--- src/rtl/cat_recognizer_ctrl_pkg.sv ---
// Shared types and constants for the cat-recognizer inference sequencer.
// Holds the FSM state encoding and the weight-channel sign-extension helper.
package cat_rec_ctrl_pkg;

    typedef enum logic [2:0] {
        IDLE   = 3'd0,
        CLEAR  = 3'd1,
        FETCH  = 3'd2,
        DRAIN  = 3'd3,
        DECIDE = 3'd4
    } state_t;

    localparam int ACC_W     = 64;
    localparam int CTRL_ADDR = 0;
    localparam int START_BIT = 0;

    // Weight channels are wp-bit two's complement, right-aligned in raw.
    function automatic logic signed [15:0] sext_weight(input logic [15:0] raw, input int wp);
        return $signed(raw << (16 - wp)) >>> (16 - wp);
    endfunction

endpackage

--- src/rtl/cat_recognizer_ctrl_mac_unit.sv ---
// Combinational three-channel multiply-and-sum: unsigned 8-bit pixel channels
// times signed weight channels, summed into one sign-extended accumulator term.
module cat_mac_unit
    import cat_rec_ctrl_pkg::*;
#(
    parameter int Amba_Word        = 24,
    parameter int Weight_precision = 5
) (
    input  logic [Amba_Word-1:0]          pix_data,
    input  logic [3*Weight_precision-1:0] w_data,
    output logic signed [ACC_W-1:0]       term
);

    localparam int WP = Weight_precision;

    for (genvar c = 0; c < 3; c++) begin : g_ch
        logic signed [15:0] p16;
        logic signed [15:0] w16;
        logic signed [31:0] prod;

        assign p16  = {8'd0, pix_data[8*c +: 8]};
        assign w16  = sext_weight(16'(w_data[WP*c +: WP]), WP);
        assign prod = p16 * w16;
    end

    assign term = ACC_W'(g_ch[0].prod) + ACC_W'(g_ch[1].prod) + ACC_W'(g_ch[2].prod);

endmodule

--- src/rtl/cat_recognizer_ctrl.sv ---
// Inference sequencer: walks pixel/weight words, accumulates the dot product,
// and decides CatRecOut. Yields the shared read port to APB whenever mem_grant=0.
module cat_recognizer_ctrl
    import cat_rec_ctrl_pkg::*;
#(
    parameter int Amba_Word        = 24,
    parameter int Amba_Addr_Depth  = 13,
    parameter int Weight_precision = 5,
    parameter int Pixel_Count      = 4096,
    parameter int Pixel_Base       = 1
) (
    input  logic                            clk,
    input  logic                            rst,
    input  logic                            start,
    input  logic                            mem_grant,
    output logic                            pix_rd,
    output logic [Amba_Addr_Depth-1:0]      pix_addr,
    input  logic [Amba_Word-1:0]            pix_data,
    output logic [Amba_Addr_Depth-1:0]      w_addr,
    input  logic [3*Weight_precision-1:0]   w_data,
    output logic                            busy,
    output logic                            done,
    output logic signed [ACC_W-1:0]         acc_val,
    output logic signed [ACC_W-1:0]         last_result,
    output logic                            CatRecOut,
    output state_t                          fsm_state
);

    localparam int AD = Amba_Addr_Depth;
    localparam logic [AD-1:0] LAST_IDX = AD'(Pixel_Count - 1);
    localparam logic [AD-1:0] BASE     = AD'(Pixel_Base);

    state_t                   state;
    logic                     valid;
    logic signed [ACC_W-1:0]  term;

    cat_mac_unit #(
        .Amba_Word        (Amba_Word),
        .Weight_precision (Weight_precision)
    ) u_mac (
        .pix_data (pix_data),
        .w_data   (w_data),
        .term     (term)
    );

    // The read strobe must follow mem_grant within the same cycle.
    assign pix_rd    = (state == FETCH) && mem_grant;
    assign fsm_state = state;

    // w_addr doubles as the word index; pix_addr always tracks it at +Pixel_Base.
    always_ff @(posedge clk or negedge rst) begin
        if (!rst) begin
            state       <= IDLE;
            busy        <= 1'b0;
            done        <= 1'b0;
            CatRecOut   <= 1'b0;
            acc_val     <= '0;
            last_result <= '0;
            pix_addr    <= '0;
            w_addr      <= '0;
            valid       <= 1'b0;
        end else begin
            valid <= pix_rd;
            done  <= 1'b0;
            if (valid) begin
                acc_val <= acc_val + term;
            end
            case (state)
                IDLE: begin
                    if (start) begin
                        state <= CLEAR;
                        busy  <= 1'b1;
                    end
                end
                CLEAR: begin
                    acc_val   <= '0;
                    CatRecOut <= 1'b0;
                    pix_addr  <= BASE;
                    w_addr    <= '0;
                    state     <= FETCH;
                end
                FETCH: begin
                    if (mem_grant) begin
                        pix_addr <= pix_addr + 1'b1;
                        w_addr   <= w_addr + 1'b1;
                        if (w_addr == LAST_IDX) begin
                            state <= DRAIN;
                        end
                    end
                end
                DRAIN: begin
                    state <= DECIDE;
                    done  <= 1'b1;
                end
                DECIDE: begin
                    last_result <= acc_val;
                    CatRecOut   <= (acc_val > 0);
                    busy        <= 1'b0;
                    state       <= IDLE;
                end
                default: state <= IDLE;
            endcase
        end
    end

endmodule
--- config.mk ---
export PLATFORM = sky130hd
export DESIGN_NAME = cat_recognizer_ctrl
export DESIGN_NICKNAME = d
export VERILOG_FILES = /design/src/rtl/cat_recognizer_ctrl_pkg.sv /design/src/rtl/cat_recognizer_ctrl_mac_unit.sv /design/src/rtl/cat_recognizer_ctrl.sv
export SDC_FILE = /design/constraint.sdc
export NUM_CORES = 1
export LEC_CHECK = 0
export CAP_MARGIN = 20
export CORE_ASPECT_RATIO = 0.75
export CORE_MARGIN = 5
export CORE_UTILIZATION = 35
export DETAILED_ROUTE_END_ITERATION = 10
export GPL_ROUTABILITY_DRIVEN = 1
export PLACE_DENSITY = 0.67
export RECOVER_POWER = 100
export SLEW_MARGIN = 20
export SYNTH_ARGS = -nofsm -noshare
export SYNTH_HDL_FRONTEND = slang
export SYNTH_SLANG_ARGS = --single-unit
--- constraint.sdc ---
create_clock -name clk -period 2.88 [get_ports clk]
set_input_delay 0.864 -clock clk [delete_from_list [all_inputs] [get_ports clk]]
set_output_delay 0.864 -clock clk [all_outputs]
set_load 0.02 [all_outputs]
## Word level (Yosys, flattened, before mapping)

Cells that the tools add are included.

| word-level totals | value |
|---|---|
| memories kept | 0 |
| bits in latches | 0 |
| output and inout port bits | 161 |
| memory bits (writable) | 0 |
| ROM bits | 0 |
| register bits | 161 |

| operators by class | value |
|---|---|
| shifts and indexed selects | 0 |
| bitwise operators | 0 |
| divide/modulo/power cells | 0 |
| equality and inequality tests | 8 |
| magnitude comparators | 1 |
| $add $sub $neg | 5 |
| multiplexer cells | 14 |
| multiply operators | 3 |
| reductions and logical operators | 9 |

Operator list:

| operator | number |
|---|---|
| $mux W64 | 2 |
| $add A64 B64 Y64 | 1 |
| $gt A64 B1 Y1 const B | 1 |
| $pmux W13 S2 | 2 |
| $mul A9 B5 Y14 | 3 |
| $add A13 B1 Y13 const B | 2 |
| $mux W13 | 2 |
| $add A15 B14 Y16 | 1 |
| $add A14 B14 Y15 | 1 |
| $eq A13 B12 Y1 const B | 1 |
| $pmux W3 S4 | 1 |
| $mux W3 | 3 |
| $reduce_bool A2 Y1 | 4 |
| $eq A3 B2 Y1 const B | 2 |
| $ne A2 B2 Y1 const B | 2 |
| $pmux W1 S2 | 2 |
| $reduce_and A2 Y1 | 2 |
| $eq A3 B1 Y1 const B | 1 |
| $eq A3 B3 Y1 const B | 1 |
| $logic_not A3 Y1 | 1 |
| $reduce_and A3 Y1 | 1 |
| $mux W1 | 2 |
| $ne A2 B1 Y1 const B | 1 |
| $logic_and A1 B1 Y1 | 1 |

## Depth between registers and ports, before layout

| logic depth | value |
|---|---|
| word-level depth | 6 |
| mapped depth | 36 |

## Cells and area by module

Synthesis repeated with hierarchy kept, for this count alone.

| second synthesis, totals | value |
|---|---|
| cells, all modules | 1640 |
| area, all modules | 15245.9 µm² |

By module, submodules not included:

| module | area an instance (µm²) | instances | cells an instance |
|---|---|---|---|
| cat_recognizer_ctrl | 10344.9 | 1 | 1086 |
| cat_mac_unit | 4901.0 | 1 | 554 |

## Least setup slack after synthesis

Ideal clock, no wire load.

| path | value |
|---|---|
| path kind | input to register |
| start point | input port w_data[14] |
| end point | register acc_val[60] |
| stages | 34 |
| library setup time | 0.137 ns |
| arrival | 10.772 ns |
| data required time | 2.743 ns |
| path buffers | 2 |
| path slack | -8.029 ns |
| cell sequence | clkbuf_1 inv_1 nor2_1 fa_1 inv_1 fa_1 inv_1 fa_1 fa_1 inv_1 fa_1 fa_1 inv_1 ha_1 o21ai_0 nand2_1 o211ai_1 o211ai_1 a31o_2 a21oi_1 xor2_1 ha_1 clkbuf_1 a21o_1 a21o_1 a21o_1 and3_1 o221ai_1 o211ai_4 a2111oi_4 nor2_1 a31oi_1 xor2_1 a21oi_1 |

| on the way | value |
|---|---|
| cells in the longest elaborated chain, start to end | 5 |

RTL lines:

| item | line | source |
|---|---|---|
| from (decl) | cat_recognizer_ctrl.sv:20 | `input logic [3*Weight_precision-1:0] w_data,` |
| $mul A9 B5 Y14 | cat_recognizer_ctrl_mac_unit.sv:23 | `assign prod = p16 * w16;` |
| $add A15 B14 Y16 | cat_recognizer_ctrl_mac_unit.sv:26 | `assign term = ACC_W'(g_ch[0].prod) + ACC_W'(g_ch[1].prod) + ACC_W'(g_ch[2].prod);` |
| $add A64 B64 Y64 | cat_recognizer_ctrl.sv:66 | `acc_val <= acc_val + term;` |
| $mux W64 | cat_recognizer_ctrl.sv:65 | `if (valid) begin` |
| $mux W64 | cat_recognizer_ctrl.sv:68 | `case (state)` |
| to (signal assigned) | cat_recognizer_ctrl.sv:66 |  |
| to (decl) | cat_recognizer_ctrl.sv:23 | `output logic signed [ACC_W-1:0] acc_val,` |

No other way between the ends. The select of a mux whose other input is x is not followed.
A chain may end at the register's enable or synchronous reset.

## Worst setup path in the final report

| path | value |
|---|---|
| start point | input port w_data[11] |
| end point | register acc_val[63] |

The elaborated chain is that of the path after synthesis.

==> impl_results.md <==
* Initial antenna violation count at 0
* Post-synthesis register bit count at about 160
* Synth warn at 0
* Num rows at 65
* DIE AREA at 47100 um2
* Register Area at 4030 um2
* Worst slack, placed at -6.47 ns
* Die Span Y at 189 um
* Fin cells at 2830
* Post-synthesis cell type count at 72
* Fillers at ~3.3k
* Post-synth EDFFs at 0
* Sequential area share after synthesis at 26.9%
* Fmax at 121 MHz
* Status: finished with violations
* Core Region at 42200 um2
* Mapped cell area at 15000 um2
* Clock-pin slew on the worst setup and hold paths at about 0.07 ns
* CTS tree: done
* Cell taking the most area after synthesis: dfrtp_1
* Multi-input gate area at 12200 um2
* Slowest CP cell: fa_1
* Vias per cell at 5.29
* DRC at 0
* H-tree depth at 4
* HPWL reported at the end of detailed placement at 37.1 mm
* Worst-Margin Slew at 1.63 ns
* Post-synth net total at approximately 1.9k
* WL final at 54.2 mm
* Clk Latency, worst-skew pair at 0.47 ns
* Area delta synth->final at 62.2%
* Core Util, Final at 57.6%
* Max incr delay on CP at 0.54 ns
* Largest net degree at the start of global routing at 49
* Worst hold path type: flip-flop to flip-flop
* Final worst path period need at 8.27 ns
* Post-place instance area at between 20000 and 25000 um2
* Antenna Nets Post-Route at 0
* N_diodes at 0
* Top-area cell type share of the netlist area at 26.9%
* Ys async rst share at 100%
* Clock Sinks at roughly 160
* Synth area leaders: dfrtp_1, fa_1, ha_1
* First-pass DRT Iterations at 5
* CP startpoint kind: input pin
* Endpoint arrival time on the critical path at 8.65 ns
* CP Max Fanout at 7
* CTS Hold Bufs at 0
* Commonest cells after routing, fill and taps aside: buf_4, dfrtp_1, dlygate4sd3_1, inv_1, nor2_1
* Final setup skew at 0.0197 ns
* Initial drt markers at between 1k and 1.5k
* Failing checks: capacitance limit, slew limit, setup timing
* Ys flop type: dfrtp_1
* Mean routed wirelength per cell at ~19 um
* Crit-path most repeated cell: fa_1
* Dpl cells at 2695
* Total GRT Usage at approximately 21%
* Final setup viols at 100
* Synthesized area per cell at approximately 9.3 um2
* IO buf count at between 200 and 250
* RSZ-0062 raised after global routing: true
* Slew Limit Fails at 27
* CP endpoint kind: flip-flop
* CTS Buf Count at 17
* Worst setup margin at -5.39 ns
* Most common library cell in the layout ignoring fill and taps: buf_4
* Tcrit/Tclk final at 287%
* Vias at 15.0k
* Overflow after GRT at 0
* Final Hold Fails at 0
* IO Pins at 204
* Max-Slew Margin vs Limit at -8.74%
* Final instance area at 24300 um2
* Synthesized instance count at 1604
* Layout net count at 2537
* Initial Util at 35.5%
* Share of cells above drive strength 1 at approximately 40%
* CTS max path bufs at 2
* Kind of critical path: input pin to flip-flop
* Worst Path Required at 3.27 ns
* CTS Root Cell: clkbuf_16
* Global-route wire length before repair at 82.3 mm
* Max-cap violations at 1
* Vias in the first global route at 15.3k
* Die Span X at 249 um
* Final GP Congestion at 0.945
[Yosys cell counts, types with 19 or more instances]
cell type and n:
dfrtp_1 161, inv_1 161, nor2_1 154, ha_1 140, nand2_1 125, fa_1 106, a21oi_1 99, mux2_2 64
o21ai_0 62, and2_1 52, xor2_1 50, clkbuf_1 48, mux2i_1 46, xnor2_1 41, a21o_1 34, nand4_1 34
nand3_1 20, nand2b_1 19, nor4_1 19
[through the flow]
stage          hold WS, ns  TNS (ns)
6_report             0.501   -295.05
5_1_grt              0.515   -316.76
4_1_cts              0.371   -283.48
3_3_place_gp         0.476   -356.43
3_5_place_dp         0.495   -362.67
2_1_floorplan        0.568   -304.86
[timing repair]
action | 4_1_cts | 5_1_grt
setup buffers | 66 | 61
pin swaps | 154 | 200
cloned | 7 | 0
endpoints found under the hold margin | 0 | 0
endpoints found under the setup margin | 65 | 64
gates resized for setup | 433 | 205
[sequential cells by signal, summed over array words and instances (netlist names)]
signal and flops:
CatRecOut 1, acc_val 64, busy 1, done 1, fsm_state 3, last_result 64
pix_addr 13, valid 1, w_addr 13
[cell families (layout without fill, tap and decap cells)]
| kind of cell | Yosys count | in the layout | synth area share (%) |
|---|---|---|---|
| buffers and inverters | 216 | 873 | 5.41 |
| and+or+nand+nor | 490 | 490 | 15.8 |
| DFF | 161 | 161 | 26.9 |
| adders and majority gates | 246 | 246 | 25.8 |
| xor gates and xnor gates | 91 | 91 | 5.32 |
| muxes | 110 | 110 | 7.88 |
| AOI/OAI and AO/OA | 290 | 290 | 12.8 |
[worst paths after layout]
check                      slack, ns  cells after the start                   startpoint                          end
max in group asynchronous       0.35                      2                          rst              valid$_DFF_PN0_
setup / recovery               -5.39                     34                   w_data[11]      acc_val[63]$_DFFE_PN0P_
hold reg to reg                 0.50                      1  last_result[52]$_DFFE_PN0P_  last_result[52]$_DFFE_PN0P_
min in group asynchronous       0.69                      1                          rst  last_result[56]$_DFFE_PN0P_
setup reg to reg               -0.75                     13       acc_val[1]$_DFFE_PN0P_      acc_val[63]$_DFFE_PN0P_
hold / removal                  0.50                      1  last_result[52]$_DFFE_PN0P_  last_result[52]$_DFFE_PN0P_
[cell type report]
class	count	share of cell area [%]
clock inverters	15	0.895
flip-flops and latches	161	16.6
clock buffers	17	1.75
multi-input cells	1227	50.2
inverters	162	2.59
well taps	569	2.93
repair buffers	679	25.1
[metal layers]
metal,vias to the layer above,GRT usage (%),share of wire (%)
met1,7430,28.2,41
met5,-,0,0
met2,616,35.9,48
met4,0,5.88,3.1
met3,143,5.09,7.2
li1,6768,-,-
[critical path: cells and delay by family]
kind / cells / cell delay, ns
AO/OA/AOI/OAI: 11 / 2.27
XOR/XNOR: 1 / 0.30
AND/OR/NAND/NOR: 3 / 0.54
multiplexers: 2 / 0.42
adder cells (fa/ha/maj): 8 / 3.47
buffers and inverters: 9 / 0.76
Power is left out: the tool's default activity adds up to more than one toggle a clock period on the data nets, which glitch-free logic cannot reach.
